`config.mk`:
```
export PLATFORM = sky130hd
export DESIGN_NAME = fifo_prefetch_filler
export DESIGN_NICKNAME = d
export VERILOG_FILES = /design/src/rtl/fifo_prefetch_filler.sv
export SDC_FILE = /design/constraint.sdc
export NUM_CORES = 1
export LEC_CHECK = 0
export ABC_AREA = 0
export ABC_CLOCK_PERIOD_IN_PS = 9000
export CAP_MARGIN = 25
export CORE_AREA = 2 2 102 104
export DETAILED_ROUTE_END_ITERATION = 8
export DIE_AREA = 0 0 104 106
export PLACE_DENSITY = 0.83
export SYNTH_ARGS = -nofsm -noshare
export SYNTH_HDL_FRONTEND = slang
export SYNTH_SLANG_ARGS = --single-unit
```
`constraint.sdc`:
```
create_clock -name clk -period 9 [get_ports clk]
set_input_delay 1.8 -clock clk [delete_from_list [all_inputs] [get_ports clk]]
set_output_delay 1.8 -clock clk [all_outputs]
set_load 0.03 [all_outputs]
```
`src/rtl/fifo_prefetch_filler.sv`:
```
// Burst read prefetcher that fills a synchronous FIFO using credit-based flow control.
// Define PREFETCH_OVF_CHECK_EN to add the sticky ovf_err output and its checking logic.
module fifo_prefetch_filler #(
  parameter int ADDR_WIDTH      = 32,
  parameter int DATA_WIDTH      = 32,
  parameter int LEN_WIDTH       = 16,
  parameter int FIFO_DEPTH      = 9,
  parameter int MAX_OUTSTANDING = 4
) (
  input  logic                  clk,
  input  logic                  rst,
  input  logic                  cfg_start,
  input  logic [ADDR_WIDTH-1:0] cfg_addr,
  input  logic [LEN_WIDTH-1:0]  cfg_len,
  input  logic                  cfg_flush,
  output logic                  busy,
  output logic                  done,
  output logic                  req_valid,
  input  logic                  req_ready,
  output logic [ADDR_WIDTH-1:0] req_addr,
  input  logic                  rsp_valid,
  input  logic [DATA_WIDTH-1:0] rsp_data,
  output logic                  fifo_w_en,
  output logic [DATA_WIDTH-1:0] fifo_wdata,
  output logic                  fifo_rstfifo,
  input  logic                  fifo_pop,
  input  logic                  fifo_full
`ifdef PREFETCH_OVF_CHECK_EN
  ,
  output logic                  ovf_err
`endif
);

  // state  | meaning
  // IDLE   | waiting for cfg_start / cfg_flush
  // BURST  | issuing read requests while credits and outstanding slots allow
  // DRAIN  | all requests issued, waiting for the remaining responses
  // FLUSH  | discarding responses, then resetting the FIFO once nothing is in flight
  typedef enum logic [1:0] {S_IDLE, S_BURST, S_DRAIN, S_FLUSH} state_t;

  localparam int CW = $clog2(FIFO_DEPTH);
  localparam int OW = $clog2(MAX_OUTSTANDING + 1);
  localparam logic [CW-1:0] CMAX = CW'(FIFO_DEPTH - 1);
  localparam logic [OW-1:0] OMAX = OW'(MAX_OUTSTANDING);
  localparam logic [ADDR_WIDTH-1:0] ADDR_INC = ADDR_WIDTH'(DATA_WIDTH / 8);

  state_t                state, state_nx;
  logic [ADDR_WIDTH-1:0] addr_q, addr_nx;
  logic [LEN_WIDTH-1:0]  remaining_q, remaining_nx;
  logic [CW-1:0]         credits_q, credits_nx;
  logic [OW-1:0]         outstanding_q, outstanding_nx;
  logic                  req_valid_nx, w_en_nx, rstfifo_nx, done_nx;
  logic                  fire, rsp_take;

  assign fire     = req_valid & req_ready;
  assign rsp_take = rsp_valid & (outstanding_q != '0);
  assign busy     = (state != S_IDLE);
  assign req_addr = addr_q;

  always_comb begin
    state_nx       = state;
    addr_nx        = fire ? addr_q + ADDR_INC : addr_q;
    remaining_nx   = (fire && remaining_q != '0) ? remaining_q - LEN_WIDTH'(1) : remaining_q;
    credits_nx     = credits_q;
    outstanding_nx = outstanding_q;
    w_en_nx        = rsp_take && (state != S_FLUSH);
    rstfifo_nx     = 1'b0;
    done_nx        = 1'b0;
    req_valid_nx   = 1'b0;

    // a word occupies a credit from request fire until the consumer pops it
    if (fire && !fifo_pop) begin
      if (credits_q != '0) credits_nx = credits_q - CW'(1);
    end else if (!fire && fifo_pop && credits_q != CMAX) begin
      credits_nx = credits_q + CW'(1);
    end

    if (fire && !rsp_take)      outstanding_nx = outstanding_q + OW'(1);
    else if (!fire && rsp_take) outstanding_nx = outstanding_q - OW'(1);

    case (state)
      S_IDLE: begin
        if (cfg_flush) begin
          rstfifo_nx   = 1'b1;
          credits_nx   = CMAX;
          remaining_nx = '0;
        end else if (cfg_start) begin
          if (cfg_len != '0) begin
            addr_nx      = cfg_addr;
            remaining_nx = cfg_len;
            state_nx     = S_BURST;
          end else begin
            done_nx = 1'b1;
          end
        end
      end
      S_BURST: begin
        if (cfg_flush) begin
          state_nx     = S_FLUSH;
          remaining_nx = '0;
        end else if (fire && remaining_q == LEN_WIDTH'(1)) begin
          state_nx = S_DRAIN;
        end
      end
      S_DRAIN: begin
        if (cfg_flush) begin
          state_nx = S_FLUSH;
        end else if (outstanding_q == '0) begin
          done_nx  = 1'b1;
          state_nx = S_IDLE;
        end
      end
      S_FLUSH: begin
        remaining_nx = '0;
        // a request still held un-accepted must be accepted and answered first
        if (outstanding_q == '0 && !req_valid) begin
          rstfifo_nx = 1'b1;
          credits_nx = CMAX;
          state_nx   = S_IDLE;
        end
      end
      default: state_nx = S_IDLE;
    endcase

    // request valid is derived from the counters as they will stand next cycle
    if (state_nx == S_BURST)
      req_valid_nx = (remaining_nx != '0) && (credits_nx != '0) && (outstanding_nx < OMAX);
    else if (state_nx == S_FLUSH)
      req_valid_nx = req_valid && !req_ready;
  end

  always_ff @(posedge clk or posedge rst) begin
    if (rst) begin
      state         <= S_IDLE;
      addr_q        <= '0;
      remaining_q   <= '0;
      credits_q     <= CMAX;
      outstanding_q <= '0;
      req_valid     <= 1'b0;
      fifo_w_en     <= 1'b0;
      fifo_wdata    <= '0;
      fifo_rstfifo  <= 1'b0;
      done          <= 1'b0;
    end else begin
      state         <= state_nx;
      addr_q        <= addr_nx;
      remaining_q   <= remaining_nx;
      credits_q     <= credits_nx;
      outstanding_q <= outstanding_nx;
      req_valid     <= req_valid_nx;
      fifo_w_en     <= w_en_nx;
      if (w_en_nx) fifo_wdata <= rsp_data;
      fifo_rstfifo  <= rstfifo_nx;
      done          <= done_nx;
    end
  end

`ifdef PREFETCH_OVF_CHECK_EN
  logic credit_udf, credit_ovf;
  assign credit_udf = fire && !fifo_pop && (credits_q == '0);
  assign credit_ovf = fifo_pop && !fire && (credits_q == CMAX);

  always_ff @(posedge clk or posedge rst) begin
    if (rst)
      ovf_err <= 1'b0;
    else if ((fifo_w_en && fifo_full) || credit_udf || credit_ovf)
      ovf_err <= 1'b1;
    else if (cfg_start)
      ovf_err <= 1'b0;
  end
`else
  logic unused_fifo_full;
  assign unused_fifo_full = fifo_full;
`endif

endmodule

```
# After elaboration in Yosys (flattened, before gate mapping)
# Cells that the tools add are included.
[op_classes]
muxes = 39
add_sub_neg = 6
n_bitwise = 2
n_reduce_logical = 26
magnitude_cmp = 1
n_eq_ne = 8
[op_table]
columns = ["op", "n"]
rows = [
  ["two-way mux 32 bit", 5],
  ["two-way mux 16 bit", 5],
  ["case mux 16 bit (3 select lines)", 1],
  ["nonzero test 16 bit", 3],
  ["adder 32 x 3 -> 32 bit (second input constant)", 1],
  ["two-way mux 4 bit", 5],
  ["equality test 16 x 1 -> 1 bit (second input constant)", 1],
  ["two-way mux 2 bit", 8],
  ["subtractor 16 x 1 -> 16 bit (second input constant)", 1],
  ["logical AND 1 bit", 12],
  ["two-way mux 1 bit", 9],
  ["case mux 2 bit (4 select lines)", 1],
  ["case mux 4 bit (2 select lines)", 1],
  ["nonzero test 4 bit", 2],
  ["equality test 2 bit (second input constant)", 3],
  ["two-way mux 3 bit", 2],
  ["zero test 1 bit", 5],
  ["adder 4 x 1 -> 4 bit (second input constant)", 1],
  ["equality test 2 x 1 -> 1 bit (second input constant)", 2],
  ["inequality test 4 bit (second input constant)", 1],
  ["case mux 1 bit (2 select lines)", 2],
  ["subtractor 4 x 1 -> 4 bit (second input constant)", 1],
  ["adder 3 x 1 -> 3 bit (second input constant)", 1],
  ["zero test 3 bit", 1],
  ["7 further kinds", 8],
]
[word_totals]
out_inout_bits = 69
inputBits = 88
ff_bits = 93
word_cells = 92

# Depth between registers and ports, before layout
[logic_depth]
ltp_word = 12
depth_mapped = 12
mapped_depth_nobuf = 12

# Worst setup path after synthesis
# Ideal clock, no wire load.
[synth_path]
path_kind = "input to register"
from = "in req_ready"
to = "reg req_valid"
arrival_time_ns = 3.578
path_buffers = 1
required_time_ns = 8.857
setup_slack_ns = 5.279
setup_ns = 0.143
path_stages = 10
path_cell_list = "and2_1 > buf_6 > inv_2 > nor2_1 > nor4b_1 > o21ai_0 > a31o_2 > or3b_2 > a22oi_1 > a311oi_1"
[synth_between]
elab_chain_cells = 12
elab_cells_between_ends = 36
classes_between = "1 x order compare; 2 x eq/ne; 18 x mux; 1 x bitwise; 14 x reduce/logical"
[synth_lines]
columns = ["item", "line_no", "text"]
rows = [
  ["start: declaration", "19", "input logic req_ready,"],
  ["bitwise AND 1 bit *", "55", "assign fire = req_valid & req_ready;"],
  ["zero test 1 bit", "74", "end else if (!fire && fifo_pop && credits_q != CMAX) begin"],
  ["logical AND 1 bit (2 in series)", "74", ""],
  ["two-way mux 4 bit", "74", ""],
  ["two-way mux 4 bit *", "72", "if (fire && !fifo_pop) begin"],
  ["two-way mux 4 bit (on tied branches)", "116, 83", ""],
  ["case mux 4 bit (2 select lines) *", "81", "case (state)"],
  ["named net credits_nx[3]", "50", "logic [CW-1:0] credits_q, credits_nx;"],
  ["nonzero test 4 bit *", "127", "req_valid_nx = (remaining_nx != '0) && (credits_nx != '0) && (outstanding_nx < OMAX);"],
  ["logical AND 1 bit * (2 in series)", "127", ""],
  ["two-way mux 1 bit *", "126", "if (state_nx == S_BURST)"],
  ["named net req_valid_nx", "52", "logic req_valid_nx, w_en_nx, rstfifo_nx, done_nx;"],
  ["end signal: assignment", "150", "req_valid <= req_valid_nx;"],
  ["end: declaration", "18", "output logic req_valid,"],
]
# The timed path passes the listed nets; every way through them passes the cells marked *.
# A chain may end at the register's enable or synchronous reset.

# Final worst setup path
[layout_path]
from = "in cfg_len[0]"
to = "reg req_valid"
[layout_between]
elab_chain_cells = 9
elab_cells_between_ends = 16
classes_between = "2 x eq/ne; 10 x mux; 4 x reduce/logical"
[layout_lines]
columns = ["item", "line_no", "text"]
rows = [
  ["start: declaration", "14", "input logic [LEN_WIDTH-1:0] cfg_len,"],
  ["nonzero test 16 bit", "88", "if (cfg_len != '0) begin"],
  ["two-way mux 16 bit", "88", ""],
  ["two-way mux 16 bit", "87", "end else if (cfg_start) begin"],
  ["two-way mux 16 bit", "83", "if (cfg_flush) begin"],
  ["case mux 16 bit (3 select lines)", "81", ""],
  ["named net remaining_nx[15]", "49", "logic [LEN_WIDTH-1:0] remaining_q, remaining_nx;"],
  ["nonzero test 16 bit", "127", ""],
  ["logical AND 1 bit (2 in series)", "127", ""],
  ["two-way mux 1 bit", "126", ""],
  ["named net req_valid_nx", "52", ""],
]
# The timed path passes the listed nets, and every way through them passes these cells.

==> out/results.tsv <==
stage	metric	value	unit
finish	layout cell share with drive strength beyond 1	0.118	
grt	GR Util All Layers	0.229	
sta	RSZ-0062 raised after global routing	false	
critical_path	critical path arrival	5060	ps
cts	CTS tree	done	
logic_synthesis	Post-synth EDFFs	0	
critical_path	crit-path max FO	63	
critical_path	Reg2Reg Depth	11	
grt	initial antenna violation count	0	
cts	total CTS buffers	9	
finish	commonest non-fill, non-tap cell in the layout	clkdlybuf4s50_1	
grt	number of global-route vias before repair	4351	
place	DP HPWL	9260	um
worst_hold_path	min-delay src	outstanding_q[2]$_DFF_PP0_	
worst_hold_path	hold worst-path end	outstanding_q[2]$_DFF_PP0_	
cts	CTS resizes	0	
critical_path	Crit Path Category	input port to flip-flop	
cts	# H-tree levels	3	
finish	# diodes	0	
die	die height	106	um
cts	clk_lat worst skew	380	ps
place	global placer's final weighted congestion	0.866	
power_and_ir_drop	peak supply drop	0.000213	V
logic_synthesis	Async SR Flop Fraction	1.00	
die	area of the core	0.0100	sq mm
die	IO Count	157	
cts	total setup buffers inserted after CTS	0	
logic_synthesis	Gate Count Post-Synth	495	
worst_hold_path	Hold Crit Depth	1	
critical_path	CP Launch Type	input port	
route	drt via density	5.44	
logic_synthesis	ys flop type	dfrtp_1	
power_and_ir_drop	PwrDens	345	mW/mm^2
sta	relative slew slack	0.276	
sta	TNS Setup	0	ps
sta	Setup violations, final	0	
sta	Setup Skew	9.52	ps
grt	wire length of the first global-routing pass	20400	um
power_and_ir_drop	Tot Pwr	2.35	mW
power_and_ir_drop	Clock power frac	0.123	
grt	largest net degree at the start of global routing	75	
cts	Clock Tree Root	clkbuf_8	
die	initial core utilization	0.497	
worst_hold_path	worst hold path type	flip-flop to flip-flop	
sta	minimum clock period	4820	ps
finish	Area growth syn-to-layout	37.3	%
flow_run	MaxCap Viol Count	0	
cts	clock-pin slew on the worst setup and hold paths	90	ps
route	Routed WL	12400	um
place	IO Port Bufs	155	
logic_synthesis	Netlist cell types	67	
sta	Slew Limit Fails	0	
critical_path	R2R Path Start	state[0]$_DFF_PP0_	
critical_path	critical path required time	9240	ps
route	DR iter-0 viols	132	
finish	nets	750	
grt	gr ovfl total	0	
sta	measured slew at the worst slew-check pin	1080	ps
route	wire per inst	15.7	um
cts	CTS hold repair buffers	0	
die	Rows	37	
logic_synthesis	register bit total from synthesis	93	
power_and_ir_drop	total net switching power	1.04	mW
route	via count	4288	
logic_synthesis	Post-Syn Area	0.00497	sq mm
die	Total Die Area	0.0110	sq mm
power_and_ir_drop	LEAKAGE	2.79	nW
sta	Tcrit/Tclk final	0.535	
cts	CTS max path bufs	2	
logic_synthesis	Seq/Total Area, Yosys	0.469	
power_and_ir_drop	Sw Ratio	0.444	
power_and_ir_drop	Reg power frac	0.322	
route	antenna-violating nets left	0	
critical_path	Crit. End Element	flip-flop	
sta	final-report hold violation count	0	
outcome	status	finished, final reports clean	
logic_synthesis	Net Count, Synth	598	
sta	Achievable Freq	208	MHz
logic_synthesis	syn_area_per_cell	10.0	sq um
critical_path	r2r setup slk	5620	ps
critical_path	reg2reg end	req_valid$_DFF_PP0_	
cts	CTS sink count	93	
power_and_ir_drop	combinational share of power	0.555	
route	iteration count of the initial detailed-routing pass	5	
route	drc violations	0	
logic_synthesis	Ys Warns	0	
finish	commonest cells after routing, fill and taps aside	155 x clkdlybuf4s50_1, 92 x dfrtp_1, 67 x nor2_1	
power_and_ir_drop	Internal	1.31	mW
die	chip width	104	um
sequential cells by signal, indices dropped and copies added, names as in the netlist:
signal,cells
fifo_wdata,32
req_addr,32
remaining_q,16
credits_q,4
outstanding_q,3
state,2
done,1
fifo_rstfifo,1
fifo_w_en,1
req_valid,1
layer usage:
| layer | global-route usage | vias up | share of wire |
|---|---|---|---|
| met4 | 0.0956 | 0 | 0.020 |
| met3 | 0.0540 | 17 | 0.060 |
| met5 | 0 | - | 0 |
| li1 | - | 2039 | - |
| met2 | 0.410 | 144 | 0.52 |
| met1 | 0.264 | 2088 | 0.40 |
worst max-delay path, stage by stage:
cell and delay, ps:
clkdlybuf4s50_1 430, nor3_1 420, nand4_1 330, o211ai_4 240, buf_4 520, nor2_1 410, a22o_1 350, nor3b_1 190
and4_1 260, a311oi_1 90
power groups by stage:
| stage | Clock, mW | Sequential [mW] | Combinational (mW) |
|---|---|---|---|
| after floorplan | 0 | 1.04 | 0.544 |
| after global placement | 0 | 0.749 | 1.27 |
| after detailed placement | 0 | 0.764 | 1.30 |
| after CTS | 0.294 | 0.757 | 1.31 |
| after global routing | 0.310 | 0.784 | 1.40 |
| final | 0.288 | 0.757 | 1.30 |
how the worst max path moves through the flow:
| stage | startpoint | cells after the start | endpoint |
|---|---|---|---|
| floorplan | rst | 1 | credits_q[0]$_DFF_PP0_ |
| global placement | cfg_len[0] | 10 | req_valid$_DFF_PP0_ |
| detailed placement | cfg_len[0] | 10 | req_valid$_DFF_PP0_ |
| CTS | cfg_len[0] | 10 | req_valid$_DFF_PP0_ |
| global route | cfg_len[0] | 10 | req_valid$_DFF_PP0_ |
| finish | cfg_len[0] | 10 | req_valid$_DFF_PP0_ |
logic make-up after synthesis:
group / after synthesis / synth area share
buffers and inverters: 36 / 0.0345
DFF: 93 / 0.469
xor gates and xnor gates: 40 / 0.0705
adders and majority gates: 15 / 0.0378
AOI/OAI and AO/OA: 95 / 0.123
and+or+nand+nor: 179 / 0.182
muxes: 37 / 0.0834
area by class of cell:
cell class,instances,area [sq um]
inverters,19,72.6
fillers,789,3180
clock buffers,9,124
multi-input cells,366,2480
repair buffers,158,1570
flip-flops and latches,93,2330
clock inverters,7,71.3
well taps,136,170
per-stage QoR:
stage / worst slack, ps / utilization / cells / instance area [sq um] / hold WS, ps
2_1_floorplan: 4780 / - / 495 / 4970 / 449
3_3_place_gp: 3910 / 0.662 / 772 / 6620 / 470
3_5_place_dp: 3820 / 0.662 / 772 / 6620 / 471
4_1_cts: 4220 / 0.682 / 788 / 6820 / 491
5_1_grt: 3960 / 0.682 / 788 / 6820 / 528
6_report: 4180 / 0.682 / 788 / 6820 / 490
synthesized netlist by cell type (all sizes together) (11+ instances only):
cell type  count  share of area
clkbuf        12          0.011
nor3          14          0.017
inv           19          0.014
dfrtp         92           0.46
nand3         11          0.011
nand2         32          0.024
mux2          35          0.079
xor2          21          0.037
ha            15          0.038
o21ai         18          0.018
nor2          68          0.051
xnor2         19          0.034
a21oi         40          0.041
No activity file was read; power rests on OpenSTA's default activity.
